[config.mk]
export PLATFORM = sky130hd
export DESIGN_NAME = rv_xocc_cmd_rsp_queue
export DESIGN_NICKNAME = d
export VERILOG_FILES = /design/src/rtl/rv_xocc_cmd_rsp_queue.sv
export SDC_FILE = /design/constraint.sdc
export NUM_CORES = 1
export LEC_CHECK = 0
export ABC_AREA = 1
export CAP_MARGIN = 40
export CELL_PAD_IN_SITES_DETAIL_PLACEMENT = 1
export CELL_PAD_IN_SITES_GLOBAL_PLACEMENT = 1
export CORE_MARGIN = 3
export CORE_UTILIZATION = 45
export DETAILED_ROUTE_END_ITERATION = 8
export PLACE_DENSITY_LB_ADDON = 0.3
export SLEW_MARGIN = 20
export SYNTH_ARGS = -nofsm -noshare
export SYNTH_HDL_FRONTEND = slang
export SYNTH_SLANG_ARGS = --single-unit
[constraint.sdc]
create_clock -name axi_aclk -period 11.29 [get_ports axi_aclk]
set_input_delay 2.258 -clock axi_aclk [delete_from_list [all_inputs] [get_ports axi_aclk]]
set_output_delay 2.258 -clock axi_aclk [all_outputs]
set_load 0.05 [all_outputs]
[src/rtl/rv_xocc_cmd_rsp_queue.sv]
// Command/response queue between the RISC-V control core and the DSA rv_xocc interface.
// Three CPU words are assembled into one 96-bit command; DSA responses are buffered for the CPU.
module rv_xocc_cmd_rsp_queue #(
    parameter int unsigned CMD_DEPTH = 4,
    parameter int unsigned RSP_DEPTH = 4
) (
    input  logic        axi_aclk,
    input  logic        axi_areset,
    input  logic        cpu_cmd_wr_en,
    input  logic [31:0] cpu_cmd_wdata,
    input  logic        cpu_cmd_abort,
    output logic        cpu_cmd_full,
    input  logic        cpu_rsp_rd_en,
    output logic [31:0] cpu_rsp_rdata,
    output logic        cpu_rsp_empty,
    output logic [95:0] rv_xocc_cmd_buffer,
    output logic        rv_xocc_cmd_empty,
    input  logic        rv_xocc_cmd_rd_en,
    input  logic        rv_xocc_rsp_wr_en,
    input  logic [31:0] rv_xocc_rsp_buffer,
    output logic        rv_xocc_rsp_full,
    output logic [4:0]  cmd_count,
    output logic [4:0]  rsp_count,
    output logic [3:0]  err_flags
);

    localparam int unsigned WORD_W    = 32;
    localparam int unsigned CMD_W     = 96;
    localparam int unsigned CNT_W     = 5;
    localparam int unsigned CMD_PTR_W = (CMD_DEPTH > 1) ? $clog2(CMD_DEPTH) : 1;
    localparam int unsigned RSP_PTR_W = (RSP_DEPTH > 1) ? $clog2(RSP_DEPTH) : 1;

    logic [CMD_W-1:0]     cmd_mem [CMD_DEPTH];
    logic [WORD_W-1:0]    rsp_mem [RSP_DEPTH];

    logic [CMD_PTR_W-1:0] cmd_wr_ptr_q, cmd_wr_ptr_d, cmd_rd_ptr_q, cmd_rd_ptr_d;
    logic [RSP_PTR_W-1:0] rsp_wr_ptr_q, rsp_wr_ptr_d, rsp_rd_ptr_q, rsp_rd_ptr_d;
    logic [CNT_W-1:0]     cmd_cnt_q, cmd_cnt_d, rsp_cnt_q, rsp_cnt_d;
    logic [1:0]           beat_q, beat_d;
    logic [WORD_W-1:0]    stage0_q, stage0_d, stage1_q, stage1_d;
    logic [3:0]           err_q, err_d;

    logic cmd_full, cmd_empty, rsp_full, rsp_empty;
    logic cmd_wr_ok, cmd_commit, cmd_pop, rsp_push, rsp_pop;
    logic cmd_over, cmd_under, rsp_over, rsp_under;

    // Status decoded from registered occupancy only
    assign cmd_full  = (cmd_cnt_q == CNT_W'(CMD_DEPTH));
    assign cmd_empty = (cmd_cnt_q == '0);
    assign rsp_full  = (rsp_cnt_q == CNT_W'(RSP_DEPTH));
    assign rsp_empty = (rsp_cnt_q == '0);

    // Abort takes priority over a same-cycle write, which is then silently dropped
    assign cmd_wr_ok  = cpu_cmd_wr_en & ~cpu_cmd_abort & ~cmd_full;
    assign cmd_over   = cpu_cmd_wr_en & ~cpu_cmd_abort & cmd_full;
    assign cmd_commit = cmd_wr_ok & (beat_q == 2'd2);
    assign cmd_pop    = rv_xocc_cmd_rd_en & ~cmd_empty;
    assign cmd_under  = rv_xocc_cmd_rd_en & cmd_empty;

    assign rsp_push  = rv_xocc_rsp_wr_en & ~rsp_full;
    assign rsp_over  = rv_xocc_rsp_wr_en & rsp_full;
    assign rsp_pop   = cpu_rsp_rd_en & ~rsp_empty;
    assign rsp_under = cpu_rsp_rd_en & rsp_empty;

    always_comb begin
        beat_d       = beat_q;
        stage0_d     = stage0_q;
        stage1_d     = stage1_q;
        cmd_wr_ptr_d = cmd_wr_ptr_q;
        cmd_rd_ptr_d = cmd_rd_ptr_q;
        rsp_wr_ptr_d = rsp_wr_ptr_q;
        rsp_rd_ptr_d = rsp_rd_ptr_q;
        cmd_cnt_d    = cmd_cnt_q + CNT_W'(cmd_commit) - CNT_W'(cmd_pop);
        rsp_cnt_d    = rsp_cnt_q + CNT_W'(rsp_push) - CNT_W'(rsp_pop);
        err_d        = err_q | {rsp_under, rsp_over, cmd_under, cmd_over};

        if (cpu_cmd_abort) begin
            beat_d   = 2'd0;
            stage0_d = '0;
            stage1_d = '0;
        end else if (cmd_wr_ok) begin
            unique case (beat_q)
                2'd0:    begin stage0_d = cpu_cmd_wdata; beat_d = 2'd1; end
                2'd1:    begin stage1_d = cpu_cmd_wdata; beat_d = 2'd2; end
                default: beat_d = 2'd0;
            endcase
        end

        if (cmd_commit) cmd_wr_ptr_d = cmd_wr_ptr_q + CMD_PTR_W'(1);
        if (cmd_pop)    cmd_rd_ptr_d = cmd_rd_ptr_q + CMD_PTR_W'(1);
        if (rsp_push)   rsp_wr_ptr_d = rsp_wr_ptr_q + RSP_PTR_W'(1);
        if (rsp_pop)    rsp_rd_ptr_d = rsp_rd_ptr_q + RSP_PTR_W'(1);
    end

    always_ff @(posedge axi_aclk or posedge axi_areset) begin
        if (axi_areset) begin
            beat_q       <= 2'd0;
            stage0_q     <= '0;
            stage1_q     <= '0;
            cmd_wr_ptr_q <= '0;
            cmd_rd_ptr_q <= '0;
            rsp_wr_ptr_q <= '0;
            rsp_rd_ptr_q <= '0;
            cmd_cnt_q    <= '0;
            rsp_cnt_q    <= '0;
            err_q        <= '0;
        end else begin
            beat_q       <= beat_d;
            stage0_q     <= stage0_d;
            stage1_q     <= stage1_d;
            cmd_wr_ptr_q <= cmd_wr_ptr_d;
            cmd_rd_ptr_q <= cmd_rd_ptr_d;
            rsp_wr_ptr_q <= rsp_wr_ptr_d;
            rsp_rd_ptr_q <= rsp_rd_ptr_d;
            cmd_cnt_q    <= cmd_cnt_d;
            rsp_cnt_q    <= rsp_cnt_d;
            err_q        <= err_d;
        end
    end

    // Storage needs no reset: heads are masked to zero whenever a FIFO is empty
    always_ff @(posedge axi_aclk) begin
        if (cmd_commit) cmd_mem[cmd_wr_ptr_q] <= {cpu_cmd_wdata, stage1_q, stage0_q};
        if (rsp_push)   rsp_mem[rsp_wr_ptr_q] <= rv_xocc_rsp_buffer;
    end

    assign cpu_cmd_full       = cmd_full;
    assign rv_xocc_cmd_empty  = cmd_empty;
    assign rv_xocc_cmd_buffer = cmd_empty ? '0 : cmd_mem[cmd_rd_ptr_q];
    assign rv_xocc_rsp_full   = rsp_full;
    assign cpu_rsp_empty      = rsp_empty;
    assign cpu_rsp_rdata      = rsp_empty ? '0 : rsp_mem[rsp_rd_ptr_q];
    assign cmd_count          = cmd_cnt_q;
    assign rsp_count          = rsp_cnt_q;
    assign err_flags          = err_q;

endmodule

# After elaboration in Yosys (flattened, before gate mapping)

Memories as Yosys holds them, arrays and structs flattened.
Cells that the tools add are included.
Widths: inputs -> output; s select.

Flip-flop bits (word level): 88
Latch bits: 0
RAM bits: 512
ROM bits: 0
Input port bits: 71
Output and inout bits: 146
Memories: 2

Add/subtract/negate cells: 8
Multipliers: 0
Div/mod/pow operators: 0
Magnitude comparators: 0
Eq/ne operators: 4
Shift-type cells: 0
Mux-type cells: 15
Bitwise logic cells: 16
Reductions and logical operators: 8

Memory list:

| memory  | depth | bits a word | rd ports | clocked after memory_dff | wr ports | RTL line | text |
|---|---|---|---|---|---|---|---|
| cmd_mem | 4     | 96          | 1        | 0                        | 1        | 33       | `logic [CMD_W-1:0] cmd_mem [CMD_DEPTH];` |
| rsp_mem | 4     | 32          | 1        | 0                        | 1        | 34       | `logic [WORD_W-1:0] rsp_mem [RSP_DEPTH];` |

Operators by type and width:

| cell                | count |
|---|---|
| $mux 32             | 7 |
| $mux 96             | 1 |
| $add 5x1->5         | 2 |
| $and 1x1->1         | 10 |
| $eq 5x3->1 const B  | 2 |
| $logic_not 5->1     | 2 |
| $sub 5x1->5         | 2 |
| $add 2x1->2 const B | 4 |
| $reduce_bool 2->1   | 3 |
| $not 1->1           | 5 |
| $mux 1              | 4 |
| $mux 2              | 2 |
| $or 4x4->4          | 1 |
| $pmux 2 s2          | 1 |
| $reduce_and 2->1    | 2 |
| $eq 2x1->1 const B  | 1 |
| $eq 2x2->1 const B  | 1 |
| $logic_not 2->1     | 1 |

# Logic depth before layout (Yosys ltp)

Gate-level depths: netlist of the first run.

Word-level depth: 6
Mapped depth: 14
Gate-level depth less buffers: 14

# Least setup slack after synthesis of the first run

Ideal clock, no wire load.

Path kind: input to register
Start: in cpu_cmd_abort
End: mem cmd_mem[0][0], enable pin
Setup time: 552 ps
Arrival: 6875 ps
Data required time: 10738 ps
Slack: 3863 ps
Cell stages on the path: 5
Buffers on the path: 2
Cell sequence: buf_2 -> nor2_8 -> buf_6 -> nand3_2 -> nor2_1

Longest elaborated chain between the ends: 6

RTL lines:

| element                      | RTL line | text |
|---|---|---|
| from (decl)                  | 11       | `input logic cpu_cmd_abort,` |
| $not 1->1                    | 54       | `assign cmd_wr_ok = cpu_cmd_wr_en & ~cpu_cmd_abort & ~cmd_full;` |
| $and 1x1->1 (2 in series)    | 54       |  |
| $and 1x1->1                  | 56       | `assign cmd_commit = cmd_wr_ok & (beat_q == 2'd2);` |
| $mux 1                       | 123      | `if (cmd_commit) cmd_mem[cmd_wr_ptr_q] <= {cpu_cmd_wdata, stage1_q, stage0_q};` |
| $mux 1 (implied by the code) | 123      |  |
| to (decl)                    | 33       |  |

Every way passes these cells.

# Worst setup path in the final report of the first run

Start: reg cmd_cnt_q[2], in the netlist cmd_count[2]
End: out rv_xocc_cmd_buffer[2]

Longest elaborated chain between the ends: 2

RTL lines:

| element                | RTL line | text |
|---|---|---|
| from (decl)            | 38       | `logic [CNT_W-1:0] cmd_cnt_q, cmd_cnt_d, rsp_cnt_q, rsp_cnt_d;` |
| from (signal assigned) | 115      | `cmd_cnt_q <= cmd_cnt_d;` |
| $logic_not 5->1        | 49       | `assign cmd_empty = (cmd_cnt_q == '0);` |
| $mux 96                | 129      | `assign rv_xocc_cmd_buffer = cmd_empty ? '0 : cmd_mem[cmd_rd_ptr_q];` |
| to (decl)              | 16       | `output logic [95:0] rv_xocc_cmd_buffer,` |

Every way passes these cells.

==> results of run 1 <==
[cells in the mapped netlist, types with 2 or more instances]
library cell	number
nor2_2	3
o21ai_0	224
xnor2_1	5
clkbuf_1	34
nand4_1	65
xor2_1	8
a21oi_1	131
buf_2	37
a21o_1	3
clkbuf_2	16
o21ai_1	35
dfrtp_1	88
fa_1	2
inv_2	4
buf_4	29
nor2_1	556
nand3_2	3
buf_6	11
nand3_1	73
edfxtp_1	512
inv_1	72
buf_1	8
nand2_1	82
ha_1	20
[through the flow]
step                      instances  setup WS [ns]  cell area [um^2]
after global routing           2945          4.956             29020
after floorplan                2026          3.863             24270
after detailed placement       2830          5.144             27030
after CTS                      2941          4.564             28940
after global placement         2818          4.787             26750
final                          2945          5.228             29020
[worst max-delay path: cells and delay by family, from the launching register on]
kind            cells  cell delay [ns]
buf+inv             5             2.05
flops               1             0.39
compound gates      1             0.38
fa+ha+maj           1             0.20
simple gates        2             0.13
[layout make-up]
type	instances	area, um^2	share of cell area, %
Timing Repair Buffer	254	2690	9.270
Inverter	77	294.0	1.013
Sequential cell	600	17590	60.60
Clock inverter	19	160.2	0.5519
Clock buffer	92	1750	6.032
Antenna cell	1	2.502	0.008623
Tap cell	688	860.8	2.966
Multi-Input combinational cell	1214	5677	19.56
[worst max-delay path by stage]
| stage | slack (ns) | end | depth (start not counted) | start |
|---|---|---|---|---|
| after floorplan | 3.86 | cmd_mem[0][0] | 5 | cpu_cmd_abort |
| after global placement | 4.79 | cmd_mem[1][88] | 6 | cpu_cmd_abort |
| after detailed placement | 5.14 | cmd_mem[1][88] | 8 | cpu_cmd_abort |
| after CTS | 4.56 | rv_xocc_cmd_buffer[2] | 5 | cmd_rd_ptr_q[0] |
| after global routing | 4.96 | rv_xocc_cmd_buffer[2] | 9 | cmd_count[2] |
| final | 5.23 | rv_xocc_cmd_buffer[2] | 9 | cmd_count[2] |
[routing by layer]
layer	up-vias	share of wire [%]
met3	105	5.0
met4	0	2.6
met2	420	52
met5	-	0
met1	8368	41
li1	7440	-
[power by group]
| group | total, W | switching, W | internal, W |
|---|---|---|---|
| Clock | 0.00192 | 0.000811 | 0.00111 |
| Combinational | 0.00395 | 0.00277 | 0.00118 |
| Sequential | 0.00273 | 0.000145 | 0.00258 |
| Total | 0.00860 | 0.00373 | 0.00487 |
[flip-flops by register name, summed over array words and instances, names as in the netlist]
name,count
cmd_mem,384
rsp_mem,128
stage0_q,32
stage1_q,32
cmd_count,5
rsp_count,5
err_flags,4
beat_q,2
cmd_rd_ptr_q,2
cmd_wr_ptr_q,2
rsp_rd_ptr_q,2
rsp_wr_ptr_q,2
[cell families (layout without fill, tap and decap cells)]
family	count (synthesis)	in the layout
and+or+nand+nor	785	785
DFF	600	600
AOI/OAI and AO/OA	394	394
buffers and inverters	212	442
adders and majority gates	22	22
xor gates and xnor gates	13	13
other	0	1
==> key figures, run 1 <==
Outcome
  – Status: complete, no violations

Synthesis
  – Mean Syn Cell Area: 11.98 um^2
  – Cells taking the most area after synthesis: edfxtp_1 63%, dfrtp_1 9.1%, nor2_1 8.6%
  – Largest family of logic cells by synthesized area: simple AND/OR/NAND/NOR gates
  – Synth Flop Type: edfxtp_1
  – Net Count, Synth: 2119
  – Post-Synth XOR/XNOR Area: less than 1%
  – Number of synthesized flops with an enable pin: 512
  – Post-synthesis mux area share: 0%
  – Top-area cell type share of the netlist area: 63.36%
  – Post-Syn Area: 24270 um^2
  – Simple-Gate Fraction of Synth Area: 13.39%
  – Number of synthesized register bits: 600
  – Post-synth top area cell: edfxtp_1
  – Sequential fraction of the synthesis area: 72.43%
  – Yosys cell types: 29
  – Compound-Gate Fraction of Synth Area: between 8 and 9%
  – Post-Synth Adder-Cell Area: around 1.2%
  – Post-synth ARST share: 14.67%
  – Warnings from Yosys: 0
  – Synthesized instance count: 2026

Clock tree
  – CTS Buffer Depth: 3
  – Root Buffer: clkbuf_16
  – CTS sink cnt: 600
  – Clock insertion delay at the later pin of the skew report: 0.61 ns
  – Setup repair bufs after CTS: 0
  – Num CTS Buffers: 59
  – Number of H-tree levels: 2
  – CTS clock-pin slew for the worst setup and hold paths: 0.06 ns
  – PostCTS Resize Cnt: 0
  – CTS tree: built
  – Post-CTS Hold Fix Bufs: 0

Timing
  – F_max: 165.0 MHz
  – Worst-margin pin slew: 0.8698 ns
  – Setup violations, final: 0
  – RSZ-0062 raised after global routing: no
  – Worst slew margin: 42.01%
  – Fin crit period: 6.062 ns
  – TNS Setup: 0 ns
  – Fin Hold WS: 0.4601 ns
  – Max-slew violation count: 0
  – Final period util: 53.69%
  – Hold Fails Final Rpt: 0
  – Setup Skew: roughly 0.034 ns

Critical path
  – CP max stage cell: clkdlybuf4s50_1
  – Required @ worst endpoint: 9.03 ns
  – CP Class: flip-flop to output pin
  – Startpoint class of the critical path: flip-flop
  – R2R Path Start: cmd_count[3]
  – Critical Path Sink Type: output pin
  – Crit path top cell by count: inv_1
  – Setup slack, reg-to-reg: 7.47 ns
  – CP cell instances: inv_1 > ha_1 > inv_1 > nor2_1 > nand2_1 > clkinv_2 > buf_4 > a21oi_1 > clkdlybuf4s50_1
  – Worst r2r path cells: 11
  – WP data arrival: 3.80 ns
  – CP Max Fanout: 62
  – R2R Path End: cmd_mem[1][9]
  – CP max stage delay: 0.87 ns

Power and ir drop
  – Power Total: 0.008599 W
  – Worst vdd ir: approximately 0.18 mV
  – PD cells: 296.3 nW/um^2
  – P_leak: roughly 11 nW

Floorplan
  – Std cell rows: 84
  – I/O pin total: 217
  – Starting density of the core: 45.81%
  – Die X: around 240 um
  – Area of the core: 52970 um^2
  – Die ar.: 56750 um^2
  – Die Y-Extent: 238.2 um

Placed design
  – Post-DP HPWL: 41.69 mm
  – PortBufs: approximately 220
  – Routability Congestion: 0.8593

Min path
  – Hold wc startpoint: err_flags[3]
  – Hold EP: err_flags[3]
  – Hold Crit Class: flip-flop to flip-flop
  – Worst hold stages: 1

Global routing
  – Total grt overflow: 0
  – M2 GR Usage: between 40% and 50%
  – Total track usage: 23.28%
  – Gr busiest metal: met2
  – Via count of the first global-routing pass: 17420
  – First-pass GRT wire length: 102.1 mm
  – Met1 Use GR: approximately 30%
  – Initial antenna violation count: 1
  – M3 GR Usage: about 4.1%
  – Largest net degree at the start of global routing: 100

Drt
  – Pre-antenna DRT Iters: 5
  – Post-DRT Antenna Nets: 0
  – Total Wirelength: 66.65 mm
  – Detailed router's first-iteration violation count: approximately 1300
  – Via-to-Cell Ratio: 5.546
  – Routed vias: 16333
  – Routed length per instance: approximately 23 um
  – Remaining DRCs: 0

Cells and area
  – Fill cells: 5432
  – Most frequent cells in the layout: 548 x nor2_1, 512 x edfxtp_1, 224 x o21ai_0
  – Nets: 2299
  – Most common cell after layout, fill and taps aside: nor2_1
  – Synthesis-to-finish area growth: 19.59%
  – Proportion of layout cells with a drive suffix above 1: ~6.7%
  – Core Util, Final: ~55%

Flow run
  – Max cap viols: 0
Note: power is estimated with default switching activity, not from simulation.
==> run 2: changes to the inputs <==
--- a/config.mk
+++ b/config.mk
@@ -10,7 +10,7 @@
 export CELL_PAD_IN_SITES_DETAIL_PLACEMENT = 1
 export CELL_PAD_IN_SITES_GLOBAL_PLACEMENT = 1
 export CORE_MARGIN = 3
-export CORE_UTILIZATION = 45
+export CORE_UTILIZATION = 42
 export DETAILED_ROUTE_END_ITERATION = 8
 export PLACE_DENSITY_LB_ADDON = 0.3
 export SLEW_MARGIN = 20
==> constraint.sdc (replaced) <==
create_clock -name axi_aclk -period 5.3 [get_ports axi_aclk]
set_input_delay 1.06 -clock axi_aclk [delete_from_list [all_inputs] [get_ports axi_aclk]]
set_output_delay 1.06 -clock axi_aclk [all_outputs]
set_load 0.05 [all_outputs]
==> run 2 against run 1 <==
  * Largest cell class unchanged
  * Worst hold slack improved by 0.0063 ns
  * Global-route usage decreased by 0.96 points
  * Highest routed layer unchanged
  * Sequential cell count is the same
  * First-iteration DRC count fell by 0.78%
==> key figures, run 2 (synthesized netlist as in run 1, its figures left out) <==
Floorplan
  – I/O pin total: between 200 and 250
  – Std cell rows: 87
  – Die Y-Extent: 246.4 um
  – Starting density of the core: between 40% and 50%
  – Die X: about 250 um
  – Area of the core: 56820 um^2
  – Die ar.: 60700 um^2

Timing
  – Fin crit period: 4.701 ns
  – Setup Skew: 0.01765 ns
  – F_max: 212.7 MHz
  – Worst-margin pin slew: 0.9556 ns
  – Final Worst Setup Slack: between 0.5 and 0.6 ns
  – Worst slew margin: between 30% and 40%
  – RSZ-0062 raised after global routing: no
  – Final period util: 88.69%
  – TNS Setup: 0 ns
  – Hold Fails Final Rpt: 0
  – Setup violations, final: 0
  – Max-slew violation count: 0

Drt
  – Detailed router's first-iteration violation count: 1274
  – Remaining DRCs: 0
  – Routed vias: 16344
  – Pre-antenna DRT Iters: 5
  – Via-to-Cell Ratio: 5.417
  – Routed length per instance: around 23 um
  – Post-DRT Antenna Nets: 0
  – Total Wirelength: 68.00 mm

Global routing
  – Total grt overflow: 0
  – First-pass GRT wire length: 103.7 mm
  – Largest net degree at the start of global routing: 187
  – Via count of the first global-routing pass: 17461
  – Total track usage: 22.32%
  – Initial antenna violation count: 1

Clock tree
  – CTS Buffer Depth: 3
  – Root Buffer: clkbuf_16
  – CTS tree: built
  – PostCTS Resize Cnt: 0
  – Clock insertion delay at the later pin of the skew report: about 0.63 ns
  – Number of H-tree levels: 2
  – CTS sink cnt: 600
  – Post-CTS Hold Fix Bufs: 0
  – Num CTS Buffers: 61
  – Setup repair bufs after CTS: 0
  – CTS clock-pin slew for the worst setup and hold paths: 0.06 ns

Critical path
  – CP Max Fanout: 33
  – Critical Path Stages: 9
  – WP data arrival: about 3.6 ns
  – R2R Path End: cmd_count[4]
  – Critical Path Sink Type: output pin
  – CP max stage delay: 0.87 ns
  – CP cell instances: inv_1 > ha_1 > inv_1 > nor2_1 > nand2_1 > clkinv_2 > buf_4 > a21oi_1 > clkdlybuf4s50_1
  – Worst path bufs/invs: 5
  – Family with the most delay on the worst path: buffers and inverters
  – Crit path top cell by count: inv_1
  – CP Class: flip-flop to output pin
  – Worst r2r path cells: 13
  – Setup slack, reg-to-reg: 1.75 ns
  – Startpoint class of the critical path: flip-flop
  – Required @ worst endpoint: 4.24 ns
  – CP max stage cell: clkdlybuf4s50_1
  – R2R Path Start: cmd_count[3]

Cells and area
  – Most common cell after layout, fill and taps aside: nor2_1
  – Biggest registers after layout: cmd_mem: 384 flops, rsp_mem: 128 flops
  – Proportion of layout cells with a drive suffix above 1: 6.770%
  – Core Util, Final: between 50% and 60%
  – Nets: between 2000 and 2500
  – Most frequent cells in the layout: 548 x nor2_1, 512 x edfxtp_1, 224 x o21ai_0
  – Post-Layout Cell Count: 3017
  – Largest Register: cmd_mem
  – Max reg flops: between 300 and 400
  – Synthesis-to-finish area growth: 19.96%

Power and ir drop
  – Int Power: ~0.011 W
  – Clk pwr share: between 20% and 30%
  – Combinational share of power: 45.4%
  – Total net switching power: 0.008004 W
  – P_leak: ~11 nW
  – Power Total: approximately 0.019 W
  – Worst vdd ir: 0.4817 mV
  – Switch share: 43.19%
  – PD cells: 636.6 nW/um^2
  – Register share of total power: between 30 and 40%

Min path
  – Worst hold stages: 1
  – Hold wc startpoint: err_flags[3]
  – Hold Crit Class: flip-flop to flip-flop
  – Hold EP: err_flags[3]

Placed design
  – Routability Congestion: 0.7951
  – Post-DP HPWL: between 40 and 50 mm
  – Post-placement cell count: 2899
  – Post-place setup slack: 1.234 ns
  – PortBufs: 216

Outcome
  – Status: complete, no violations

Flow run
  – Max cap viols: 0
==> run 2: cell types whose count changed in the layout (fill, tap and decap cells not counted), moves of 4 or more <==
cell / before / now
buf_12: 6 / 10
clkbuf_16: 59 / 63
buf_16: 8 / 0
clkbuf_8: 15 / 7
clkbuf_1: 18 / 23
==> run 2: power groups by stage <==
stage	logic, W	clock network (W)	registers (W)
finish	0.00842	0.00435	0.00577
global route	0.00901	0.00462	0.00581
CTS	0.00852	0.00444	0.00577
detailed placement	0.00846	0	0.00586
global placement	0.00830	0	0.00583
floorplan	0.00560	0	0.00591
==> run 2: worst max-delay path by stage <==
stage                   from                     end  slack [ns]
3_3_place_gp    cmd_count[2]  rv_xocc_cmd_buffer[18]        1.20
6_report        cmd_count[2]  rv_xocc_cmd_buffer[43]        0.60
4_1_cts         cmd_count[2]  rv_xocc_cmd_buffer[18]        0.53
3_5_place_dp    cmd_count[3]  rv_xocc_cmd_buffer[18]        1.23
5_1_grt         cmd_count[3]  rv_xocc_cmd_buffer[18]        0.40
2_1_floorplan  cpu_cmd_abort           cmd_mem[0][0]       -0.93
==> run 2: metal layers <==
| metal | global-route usage (%) | up-vias | routed length [um] |
|---|---|---|---|
| li1 | - | 7457 | - |
| met1 | 28.42 | 8387 | 28000 |
| met2 | 39.72 | 398 | 35110 |
| met3 | 3.374 | 102 | 3278 |
| met4 | 6.129 | 0 | 1617 |
| met5 | 0 | - | 0 |
==> run 2: layout make-up <==
class                      instances  area [um^2]
multi-input combinational       1214         5677
sequential                       600        17590
tap                              756        945.9
inverter                          77        295.3
timing repair buffer             253         2569
antenna                            1        2.502
clock buffer                      93         1759
clock inverter                    23        277.8
fill                            5867        27710
==> run 2: worst register-to-register path, stage by stage (launching register included) <==
cell,delay [ns]
dfrtp_1,0.38
inv_1,0.08
ha_1,0.18
inv_1,0.07
nor2_1,0.06
nand2_2,0.59
nand3_2,0.54
ha_1,0.47
inv_1,0.05
ha_1,0.21
fa_1,0.44
nand3_1,0.13
nand3_1,0.09
xor2_1,0.15
==> run 2: metrics by stage <==
stage	instance area, um^2	hold WS (ns)
detailed placement	27060	0.4520
global placement	27020	0.4406
CTS	29100	0.4719
finish	29110	0.4664
global route	29110	0.5116
floorplan	24270	0.4766
